[config.mk]
export PLATFORM = sky130hd
export DESIGN_NAME = alu_issue_ctrl
export DESIGN_NICKNAME = d
export VERILOG_FILES = /design/src/rtl/alu_issue_ctrl.sv
export SDC_FILE = /design/constraint.sdc
export NUM_CORES = 1
export LEC_CHECK = 0
export ABC_AREA = 1
export CAP_MARGIN = 20
export CORE_AREA = 2 2 290 292
export CTS_CLUSTER_DIAMETER = 150
export DETAILED_ROUTE_END_ITERATION = 16
export DIE_AREA = 0 0 292 294
export PLACE_DENSITY_LB_ADDON = 0.1
export RECOVER_POWER = 50
export SYNTH_ARGS = -nofsm -noshare
export SYNTH_HDL_FRONTEND = slang
export SYNTH_SLANG_ARGS = --single-unit
[constraint.sdc]
create_clock -name clk -period 25.6 [get_ports clk]
set_input_delay 5.12 -clock clk [delete_from_list [all_inputs] [get_ports clk]]
set_output_delay 5.12 -clock clk [all_outputs]
set_load 0.005 [all_outputs]
[src/rtl/alu_issue_ctrl.sv]
// Issue sequencer between decode and the alu: holds a decoded op at the alu inputs
// for its class latency, then presents the alu result to writeback with backpressure.
module alu_issue_ctrl #(
  parameter int MUL_LAT = 3,
  parameter int DIV_LAT = 8
) (
  input  logic        clk,
  input  logic        reset,
  input  logic        flush,
  input  logic        in_valid,
  output logic        in_ready,
  input  logic [9:0]  in_opcode,
  input  logic [11:0] in_regB,
  input  logic [4:0]  in_regDest,
  input  logic [19:0] in_uimm,
  input  logic [31:0] in_pc,
  input  logic [31:0] in_inst,
  input  logic [63:0] in_regA_value,
  input  logic [63:0] in_regB_value,
  output logic [9:0]  alu_opcode,
  output logic [11:0] alu_regB,
  output logic [4:0]  alu_regDest,
  output logic [19:0] alu_uimm,
  output logic [31:0] alu_pc,
  output logic [31:0] alu_inst,
  output logic [63:0] alu_regA_value,
  output logic [63:0] alu_regB_value,
  input  logic [63:0] alu_data_out,
  input  logic [63:0] alu_mem_out,
  output logic        wb_valid,
  input  logic        wb_ready,
  output logic [63:0] wb_data,
  output logic [63:0] wb_mem_addr,
  output logic [4:0]  wb_rd,
  output logic        wb_is_store,
  output logic        busy
);

  localparam int MAX_LAT = (MUL_LAT > DIV_LAT) ? MUL_LAT : DIV_LAT;
  localparam int CNT_W   = $clog2(MAX_LAT + 1);

  typedef enum logic [1:0] {S_IDLE, S_EXEC, S_RESP} state_t;

  state_t           r_state;
  logic [CNT_W-1:0] r_cnt;
  logic [4:0]       r_wb_rd;
  logic             r_wb_is_store;
  logic             w_accept;
  logic [CNT_W-1:0] w_cnt_init;

  // M-extension ops (funct7=1) get the long latencies; funct3[2] splits mul from div/rem.
  function automatic logic [CNT_W-1:0] f_cnt_init(input logic [9:0] opc, input logic [6:0] f7);
    logic m_op;
    m_op = ((opc[6:0] == 7'h33) || (opc[6:0] == 7'h3b)) && (f7 == 7'd1);
    if (!m_op)       return '0;
    else if (opc[9]) return CNT_W'(DIV_LAT - 1);
    else             return CNT_W'(MUL_LAT - 1);
  endfunction

  assign w_cnt_init  = f_cnt_init(in_opcode, in_regB[11:5]);
  assign in_ready    = !reset && !flush &&
                       ((r_state == S_IDLE) || ((r_state == S_RESP) && wb_ready));
  assign w_accept    = in_valid && in_ready;
  assign wb_valid    = (r_state == S_RESP) && !flush;
  assign wb_data     = wb_valid ? alu_data_out : '0;
  assign wb_mem_addr = wb_valid ? alu_mem_out : '0;
  assign wb_rd       = r_wb_rd;
  assign wb_is_store = r_wb_is_store;
  assign busy        = (r_state != S_IDLE);

  always_ff @(posedge clk or posedge reset) begin
    if (reset) begin
      r_state <= S_IDLE;
      r_cnt   <= '0;
    end else if (flush) begin
      r_state <= S_IDLE;
      r_cnt   <= '0;
    end else begin
      case (r_state)
        S_IDLE: if (w_accept) begin
          r_state <= S_EXEC;
          r_cnt   <= w_cnt_init;
        end
        S_EXEC: if (r_cnt != '0) r_cnt <= r_cnt - 1'b1;
                else             r_state <= S_RESP;
        S_RESP: if (wb_ready) begin
          if (in_valid) begin
            r_state <= S_EXEC;
            r_cnt   <= w_cnt_init;
          end else begin
            r_state <= S_IDLE;
          end
        end
        default: r_state <= S_IDLE;
      endcase
    end
  end

  // Operands stay frozen at the alu inputs until the next accept; flush leaves them alone.
  always_ff @(posedge clk or posedge reset) begin
    if (reset) begin
      alu_opcode     <= '0;
      alu_regB       <= '0;
      alu_regDest    <= '0;
      alu_uimm       <= '0;
      alu_pc         <= '0;
      alu_inst       <= '0;
      alu_regA_value <= '0;
      alu_regB_value <= '0;
      r_wb_rd        <= '0;
      r_wb_is_store  <= 1'b0;
    end else if (w_accept) begin
      alu_opcode     <= in_opcode;
      alu_regB       <= in_regB;
      alu_regDest    <= in_regDest;
      alu_uimm       <= in_uimm;
      alu_pc         <= in_pc;
      alu_inst       <= in_inst;
      alu_regA_value <= in_regA_value;
      alu_regB_value <= in_regB_value;
      r_wb_rd        <= ((in_opcode[6:0] == 7'h23) || (in_opcode[6:0] == 7'h63)) ? 5'd0 : in_regDest;
      r_wb_is_store  <= (in_opcode[6:0] == 7'h23);
    end
  end

endmodule
=== Yosys cells after proc, flatten, opt, wreduce, memory -nomap -nowiden ===
Index checks and enable logic that the tools add are counted.

* Latch bits: 0
* Register bits: 251
* Bits in writable memories: 0
* Bits of input ports: 372
* Memory bits (read-only): 0
* Output and inout bits: 376
* Logic and storage cells: 59
* Memories kept: 0

* Order comparisons: 0
* $mul: 0
* Shift-type cells: 0
* Bitwise logic cells: 0
* Add/sub/neg operators: 1
* Multiplexer cells: 17
* Reduce and logical (&&, ||, !) cells: 17
* Equal/unequal tests: 12
* Divide/modulo/power cells: 0

{| class="wikitable"
|+ Operators by type and width
! operator !! count
|-
| two-way mux 64 bit || 2
|-
| equality test 7 x 6 -> 1 bit, second input constant || 3
|-
| two-way mux 4 bit || 5
|-
| inequality test 3 bit, second input constant || 5
|-
| case mux 4 bit (3 select lines) || 1
|-
| two-way mux 2 bit || 4
|-
| nonzero test 4 bit || 2
|-
| equality test 7 x 1 -> 1 bit, second input constant || 1
|-
| equality test 7 bit, second input constant || 1
|-
| logical AND 1 bit || 6
|-
| two-way mux 3 bit || 2
|-
| case mux 2 bit (3 select lines) || 1
|-
| two-way mux 5 bit || 1
|-
| AND reduction 5 bit || 1
|-
| subtractor 4 x 1 -> 4 bit, second input constant || 1
|-
| logical OR 1 bit || 3
|-
| AND reduction 3 bit || 1
|-
| equality test 2 x 1 -> 1 bit, second input constant || 1
|-
| equality test 2 bit, second input constant || 1
|-
| logical NOT 1 bit || 2
|-
| logical NOT 2 bit || 1
|-
| nonzero test 2 bit || 1
|-
| two-way mux 1 bit || 1
|}

=== Logic depth before layout (Yosys ltp) ===
Gate-level depths: netlist of run 1.

* Word-level depth: 8
* Depth in mapped cells: 9
* Gate-level depth less buffers: 8

=== Worst setup path before layout of run 1 ===
Ideal clock, no wire load.

* Path kind: input to output
* Start: in reset
* End: out in_ready
* Path buffers: 0
* Cell stages on the path: 3
* Path slack: 9.571 ns
* Arrival time: 10.909 ns
* Data required time: 20.480 ns
* Cell sequence: inv_1 > o21ai_2 > nor2_4

* Word-level cells in the longest chain between the ends: 3

{| class="wikitable"
|+ Ends and longest elaborated chain
! item !! line !! RTL
|-
| from (decl) || 8 || <nowiki>input logic reset,</nowiki>
|-
| logical NOT 1 bit (no source line) || - ||
|-
| logical AND 1 bit (2 in series) || 61 || <nowiki>assign in_ready = !reset && !flush &&</nowiki>
|-
| to (decl) || 11 || <nowiki>output logic in_ready,</nowiki>
|}

Every way passes these cells.

=== Final worst setup path of run 1 ===
Same ends and word-level chain as after synthesis.

==> results.md, run 1 <==
• **run status** complete, but fails checks
• **failing checks** max-capacitance violations, max-slew violations
• **fraction of synthesized cell area in xor and xnor cells** 0.163%
• **fin. max-slew vios** 207
• **x dimension of the die** 292 microns
• **leak pwr** 10.1 nW
• **average wire per standard cell** 18.5 microns
• **area of all placed cells without fillers** 20400 sq um
• **Max-Slew Margin vs Limit** -208%
• **multiplexer share of the synthesized area** 0%
• **TritonCTS clock tree** done
• **share of layout cells above drive strength 1** 3.06%
• **Final Instance Count excl. Fillers** 3212
• **worst hold path stage count** 2
• **Critical R2R Capture** alu_regA_value[48]$_DFFE_PP0P_
• **total wire length after detailed routing** 59.4 mm
• **placer's final routability congestion estimate** 0.880
• **category of the critical setup timing path** primary input to output port
• **die outline area** 85800 sq um
• **io pins** 748
• **largest fanout on the critical path** 93
• **Setup violations, final** 0
• **Distinct cells, synth** 23
• **final worst path period share** 61.6%
• **pre-CTS worst setup slack** 13.19 ns
• **setup slack of the worst register-to-register path** 22.09 ns
• **Hold Startpoint** alu_regB_value[57]$_DFFE_PP0P_
• **wire length of the first global-routing pass** 83.4 mm
• **WHS Endpoint** alu_regB_value[57]$_DFFE_PP0P_
• **Post-CTS Setup Bufs** 0
• **final critical delay including setup and external delays** 15.77 ns
• **final number of hold-violating endpoints** 0
• **Area Growth Syn to Fin** 89.9%
• **Residual DRC** 0
• **library cell used as clock root buffer** clkbuf_16
• **clk buf depth** 3
• **mean instance size in the synthesized netlist** 7.82 sq um
• **Setup Skew** 0.0240 ns
• **CTS H-tree lvls** 2
• **worst skew pair latency** 0.54 ns
• **maximum vdd drop** 0.0446 mV
• **data required time at the worst endpoint** 20.48 ns
• **Worst Tran Pin Value** 4.62 ns
• **number of input and output port buffers inserted** 747
• **number of detailed-route iterations in the first pass** 5
• **proportion of synthesized chip area in sequential cells** 58.4%
• **CTS Hold Buffers Added** 0
• **sink count of the clock tree** 251
• **count of maximum capacitance violations** 3
• **total of fill cells in the finished design** 9060
• **Critical Path Source Type** primary input
• **effective utilization at floorplan** 13.0%
• **post-synthesis share of cell area spent on full adders, half adders and majority gates** 0.116%
• **cell count after placement** 3144
• **maximum frequency from static timing analysis** 0.0634 GHz
• **vias in the first global route** 11400
• **power density of the placed cells** 94.8 nW/um^2
• **number of DRC violations after detailed-routing iteration 0** 528
• **FF+latch count, synth** 251
• **Congestion Overflow GR** 0
• **number of buffers inserted during clock tree synthesis** 36
• **post-detailed-route count of antenna-violating nets** 0
• **RSZ-0062 raised after global routing** false
• **final critical-path setup slack** 9.83 ns
• **crit path DAT** 10.65 ns
• **type of element capturing the critical path** output port
• **RR Startpoint** r_state[1]$_DFFE_PP0P_
• **type of the worst min-delay path** flop to flop
• **instance area after placement** 19300 sq um
• **clock transition time at the flip-flop clock pins of the worst setup and hold paths** 0.06 ns
• **net count after synthesis** 1748
• **synthesized instance count** 1375
• **largest family of logic cells by synthesized area** simple AND/OR/NAND/NOR gates
• **vias per std cell** 3.45
• **routed via count** 11100
• **Synth Area in Simple Gates** 31.3%
• **HPWL after DPL** 45.3 mm
• **area occupied by registers** 6280 sq um
• **area of combinational cells with multiple inputs** 3510 sq um
• **final sum of negative setup slack** 0 ns
• **GR Util All Layers** 13.2%
• **total of cells resized after clock tree synthesis** 0
• **antenna violations before repair** 9
• **final layout net count** 2475
• **maximum number of pins on one net before global-route repair** 152
• **Worst R2R Path Depth** 8
• **area fraction in compound gates after synthesis** 0.919%
• **yosys warns** 0
• **placement row count** 106
• **post-synthesis cell area** 10800 sq um
• **die span in y** 294 microns
• **placeable core region** 82900 sq um
-- sequential cells by signal, indices dropped and copies added (netlist names) --
name	count
alu_regDest	5
wb_rd	5
alu_pc	32
alu_regA_value	64
alu_uimm	20
r_state	2
alu_inst	32
alu_opcode	10
alu_regB_value	64
r_cnt	4
alu_regB	12
wb_is_store	1
-- worst max path at each step --
| stage | startpoint | end | slack [ns] | cells past startpoint |
|---|---|---|---|---|
| 2_1_floorplan | reset | in_ready | 9.57 | 3 |
| 3_3_place_gp | flush | wb_mem_addr[33] | 13.00 | 6 |
| 3_5_place_dp | flush | wb_data[7] | 13.19 | 7 |
| 4_1_cts | flush | wb_data[34] | 13.19 | 7 |
| 5_1_grt | reset | in_ready | 8.67 | 5 |
| 6_report | reset | in_ready | 9.83 | 5 |
-- synth_stat cells --
cell type / instances / area share [%]
a21oi_1: 1 / 0.046
buf_2: 41 / 1.9
buf_4: 9 / 0.63
buf_6: 10 / 1.0
buf_8: 1 / 0.14
clkbuf_1: 5 / 0.17
dfrtp_1: 251 / 58
ha_1: 1 / 0.12
inv_1: 145 / 5.1
inv_2: 1 / 0.035
inv_4: 1 / 0.058
nand2_1: 732 / 26
nand2_4: 1 / 0.10
nand3_1: 10 / 0.47
nor2_1: 145 / 5.1
nor2_4: 1 / 0.10
nor3_1: 1 / 0.046
o211ai_1: 1 / 0.070
o21ai_0: 9 / 0.42
o21ai_1: 5 / 0.23
o21ai_2: 1 / 0.081
o21bai_1: 1 / 0.070
xnor2_1: 2 / 0.16
-- cells by family (layout without fill, tap and decap cells) --
logic type / count (synthesis) / in the layout
AND/OR/NAND/NOR: 890 / 890
flip-flops: 251 / 251
buffers and inverters: 213 / 965
AO/OA/AOI/OAI: 18 / 18
XOR/XNOR: 2 / 2
adder cells (fa/ha/maj): 1 / 1
other: 0 / 5
-- power by group --
part	switching (mW)	leakage (nW)	internal, mW	total (mW)
combinational	0.338	6.38	0.412	0.750
sequential	0.0967	3.14	0.586	0.683
clock	0.197	0.562	0.305	0.502
total	0.632	10.1	1.30	1.93
-- stage by stage --
| stage | power [mW] | hold WS, ns | utilization (%) |
|---|---|---|---|
| floorplan | 0.927 | 0.472 | - |
| global placement | 1.53 | 0.460 | 23.2 |
| detailed placement | 1.54 | 0.464 | 23.2 |
| CTS | 2.07 | 0.479 | 24.6 |
| global route | 2.08 | 0.486 | 24.6 |
| finish | 1.93 | 0.469 | 24.6 |
-- routing by layer --
metal / routed length (microns) / track usage [%] / vias up / part of all wire (%)
met5: 34 / 0 / - / 0.057
met4: 1100 / 3.43 / 6 / 1.9
met3: 4880 / 4.60 / 62 / 8.2
met2: 28300 / 21.6 / 355 / 48
met1: 25000 / 16.5 / 5190 / 42
li1: - / - / 5469 / -
-- cells in the final DEF (no fill, tap or decap), types with 2 or more instances in the layout --
cell type        Yosys  routed
nand3_1             10      10
dlygate4sd3_1        0     249
o21ai_1              5       5
clkbuf_8             0       3
clkdlybuf4s50_1      0     498
diode_2              0       5
inv_6                0       2
nand2_1            732     732
nor2_1             145     145
inv_1              145     143
clkinvlp_4           0       2
dfrtp_1            251     251
clkbuf_16            0      37
clkinv_2             0       6
clkbuf_1             5      13
buf_4                9       5
bufinv_16            0       3
xnor2_1              2       2
o21ai_0              9       9
-- area by class of cell --
class | count | share of cell area (%)
diodes | 5 | 0.0613
clock buffers | 51 | 4.94
clock inverters | 12 | 0.723
inverters | 147 | 2.75
multi-input cells | 911 | 17.2
flip-flops and latches | 251 | 30.8
well taps | 1080 | 6.62
repair buffers | 755 | 37.0
-- worst max-delay path: stages --
cell	delay, ns
dlygate4sd3_1	0.57
clkinvlp_2	3.31
o21ai_2	1.01
nor2_4	0.10
clkdlybuf4s50_1	0.52
(Power assumes the default switching activity.)
==> inputs of run 2 (changes only) <==
--- a/config.mk
+++ b/config.mk
@@ -7,10 +7,10 @@
 export LEC_CHECK = 0
 export ABC_AREA = 1
 export CAP_MARGIN = 20
-export CORE_AREA = 2 2 290 292
+export CORE_AREA = 2 2 289 291
 export CTS_CLUSTER_DIAMETER = 150
 export DETAILED_ROUTE_END_ITERATION = 16
-export DIE_AREA = 0 0 292 294
+export DIE_AREA = 0 0 291 293
 export PLACE_DENSITY_LB_ADDON = 0.1
 export RECOVER_POWER = 50
 export SYNTH_ARGS = -nofsm -noshare
==> constraint.sdc (replaced) <==
create_clock -name clk -period 15.1 [get_ports clk]
set_input_delay 3.02 -clock clk [delete_from_list [all_inputs] [get_ports clk]]
set_output_delay 3.02 -clock clk [all_outputs]
set_load 0.005 [all_outputs]
==> run 2 against run 1 <==
Net effect: the flow still finishes with violations (max-capacitance violations, max-slew violations); flip-flop and latch count unchanged; critical endpoint unchanged; largest power group unchanged; routed wire length decreased by 2.8%; first-iteration DRC count decreased by 28%; critical path type unchanged; clock power increased by 67%; global-route usage decreased by 0.20 points; sequential power increased by 68%; worst hold slack improved by 0.00076 ns; highest routed layer unchanged; critical path depth unchanged; utilization increased by 0.30 points; non-clock buffer count unchanged; clock-buffer cell count increased by 2; via count increased by 0.21%.
==> results.md, run 2 (synthesis gave the netlist of run 1 again) <==
• **Critical Path Source Type** primary input, unchanged
• **sum of internal, switching and leakage power** 3.26 mW, was 1.93 mW
• **average wire per standard cell** 18.0 microns, was 18.5 microns
• **instance area after placement** 19200 sq um, was 19300 sq um
• **TritonCTS clock tree** done, unchanged
• **post-detailed-route count of antenna-violating nets** 0, unchanged
• **number of detailed-route iterations in the first pass** 6, was 5
• **share of layout cells above drive strength 1** 3.24%, was 3.06%
• **maximum vdd drop** 0.0609 mV, was 0.0446 mV
• **die outline area** 85300 sq um, was 85800 sq um
• **fin. max-slew vios** 197, was 207
• **biggest regs** alu_regA_value: 64 flops, alu_regB_value: 64 flops, unchanged
• **crit-path cells** clkdlybuf4s50_1 > clkinvlp_2 > o21ai_2 > nor2_4 > clkdlybuf4s50_1, was dlygate4sd3_1 > clkinvlp_2 > o21ai_2 > nor2_4 > clkdlybuf4s50_1
• **commonest non-fill, non-tap cell in the layout** nand2_1, unchanged
• **final number of hold-violating endpoints** 0, unchanged
• **Setup Skew** 0.0194 ns, was 0.0240 ns
• **highest-count cells in the layout ignoring fill and taps** 732 x nand2_1, 502 x clkdlybuf4s50_1, 251 x dfrtp_1, was 732 x nand2_1, 498 x clkdlybuf4s50_1, 251 x dfrtp_1
• **number of DRC violations after detailed-routing iteration 0** 378, was 528
• **sequential share of power** 35.4%, was 35.3%
• **Area Growth Syn to Fin** 89.8%, was 89.9%
• **clk buf depth** 3, unchanged
• **failing checks** max-capacitance violations, max-slew violations, unchanged
• **cell count after placement** 3134, was 3144
• **Setup violations, final** 0, unchanged
• **library cell used as clock root buffer** clkbuf_16, unchanged
• **RSZ-0062 raised after global routing** false, unchanged
• **Congestion Overflow GR** 0, unchanged
• **category of the critical setup timing path** primary input to output port, unchanged
• **worst skew pair latency** 0.54 ns, about the same
• **CTS Hold Buffers Added** 0, unchanged
• **total of fill cells in the finished design** 8912, was 9060
• **worst hold slack** 0.469 ns, about the same
• **sink count of the clock tree** 251, unchanged
• **vias per std cell** 3.47, was 3.45
• **power density of the placed cells** 160 nW/um^2, was 94.8 nW/um^2
• **kind of cell adding the most delay to the critical path** buffers and inverters, unchanged
• **Clk network pwr share** 25.7%, was 25.9%
• **die span in y** 293 microns, was 294 microns
• **number of input and output port buffers inserted** 747, unchanged
• **leak pwr** 10.1 nW, about the same
• **Final Instance Count excl. Fillers** 3204, was 3212
• **count of maximum capacitance violations** 3, unchanged
• **routed via count** 11100, about the same
• **final worst path period share** 73.1%
• **type of the worst min-delay path** flop to flop, unchanged
• **x dimension of the die** 291 microns, was 292 microns
• **Max-Slew Margin vs Limit** -162%, was -208%
• **Buffers & Inverters on Critical Path** 3, unchanged
• **switching power** 1.06 mW, was 632 uW
• **wire length of the first global-routing pass** 81.7 mm, was 83.4 mm
• **CTS H-tree lvls** 2, unchanged
• **GR Util All Layers** 13.0%, was 13.2%
• **largest fanout on the critical path** 80, was 93
• **Post-CTS Setup Bufs** 0, unchanged
• **final sum of negative setup slack** 0 ns, unchanged
• **placer's final routability congestion estimate** 0.867, was 0.880
• **placement row count** 105, was 106
• **maximum number of pins on one net before global-route repair** 118, was 152
• **total of cells resized after clock tree synthesis** 0, unchanged
• **HPWL after DPL** 44.4 mm, was 45.3 mm
• **vias in the first global route** 11500, was 11400
• **area of combinational cells with multiple inputs** 3510 sq um, unchanged
• **crit path DAT** 8.01 ns, was 10.65 ns
• **io pins** 748, unchanged
• **effective utilization at floorplan** 13.1%, was 13.0%
• **number of buffers inserted during clock tree synthesis** 37, was 36
• **antenna violations before repair** 15, was 9
• **final layout net count** 2476, was 2475
• **Internal** 2.19 mW, was 1.30 mW
• **clock transition time at the flip-flop clock pins of the worst setup and hold paths** 0.05 ns, was 0.06 ns
• **run status** complete, but fails checks, unchanged
• **total wire length after detailed routing** 57.7 mm, was 59.4 mm
• **critical path's slowest cell** clkinvlp_2, unchanged
• **Worst Tran Pin Value** 3.91 ns, was 4.62 ns
• **area of all placed cells without fillers** 20400 sq um, about the same
• **type of element capturing the critical path** output port, unchanged
• **Residual DRC** 0, unchanged
• **logic gate share of total power** 38.9%, was 38.8%
• **maximum frequency from static timing analysis** 0.0906 GHz
• **most repeated library cell on the critical path** clkdlybuf4s50_1
• **final critical delay including setup and external delays** 11.03 ns
• **proportion of total power due to net switching** 32.7%, about the same
• **placeable core region** 81800 sq um, was 82900 sq um
• **Largest stage delay, worst path** 2.93 ns, was 3.31 ns
• **area occupied by registers** 6280 sq um, unchanged
• **data required time at the worst endpoint** 12.08 ns, was 20.48 ns
==> run 2: cell count changes in the layout (fill, tap and decap cells not counted), moves of 2 or more <==
cell	previous run	this run
clkbuf_8	3	8
clkbuf_1	13	9
clkdlybuf4s50_1	498	502
dlygate4sd3_1	249	245
bufinv_16	3	0
clkinvlp_4	2	0
diode_2	5	7
==> run 2: worst paths after layout <==
check | from | endpoint | slack, ns | depth (start not counted)
max in group asynchronous | reset | alu_regA_value[54]$_DFFE_PP0P_ | 6.34 | 4
min in group asynchronous | reset | alu_opcode[6]$_DFFE_PP0P_ | 4.03 | 2
hold reg to reg | alu_regA_value[55]$_DFFE_PP0P_ | alu_regA_value[55]$_DFFE_PP0P_ | 0.47 | 2
setup / recovery | reset | in_ready | 4.07 | 5
hold / removal | alu_regA_value[55]$_DFFE_PP0P_ | alu_regA_value[55]$_DFFE_PP0P_ | 0.47 | 2
setup reg to reg | r_state[1]$_DFFE_PP0P_ | alu_regA_value[38]$_DFFE_PP0P_ | 11.56 | 8
==> run 2: power by group through the flow <==
stage                     clock, mW  combinational [mW]  sequential (mW)
after global placement            0                1.43             1.17
after floorplan                   0               0.376             1.20
after CTS                     0.882                1.43             1.17
after global routing          0.909                1.40             1.20
after detailed placement          0                1.42             1.17
final                         0.838                1.26             1.15
==> run 2: layout make-up <==
cell class | instances | area share (%)
repair buffers | 755 | 36.9
flip-flops and latches | 251 | 30.8
multi-input cells | 911 | 17.2
well taps | 1070 | 6.56
clock buffers | 53 | 5.33
inverters | 147 | 2.76
clock inverters | 10 | 0.405
diodes | 7 | 0.0858
==> run 2: through the flow <==
stage	setup WS, ns	util [%]
6_report	4.07	24.9
5_1_grt	3.18	24.9
4_1_cts	6.52	24.9
3_5_place_dp	6.52	23.5
3_3_place_gp	6.63	23.5
2_1_floorplan	3.27	-
==> run 2: worst min-delay path, delay by kind of cell, from the launching register on <==
| family | cells | cell delay [ns] |
|---|---|---|
| DFF | 1 | 0.33 |
| and+or+nand+nor | 2 | 0.10 |
==> run 2: routing by layer <==
metal | GRT usage [%] | part of all wire, % | vias up
met4 | 4.42 | 3.0 | 10
met5 | 0 | 0.11 | -
met1 | 12.7 | 34 | 5101
met2 | 24.2 | 53 | 444
li1 | - | - | 5471
met3 | 5.95 | 10 | 79
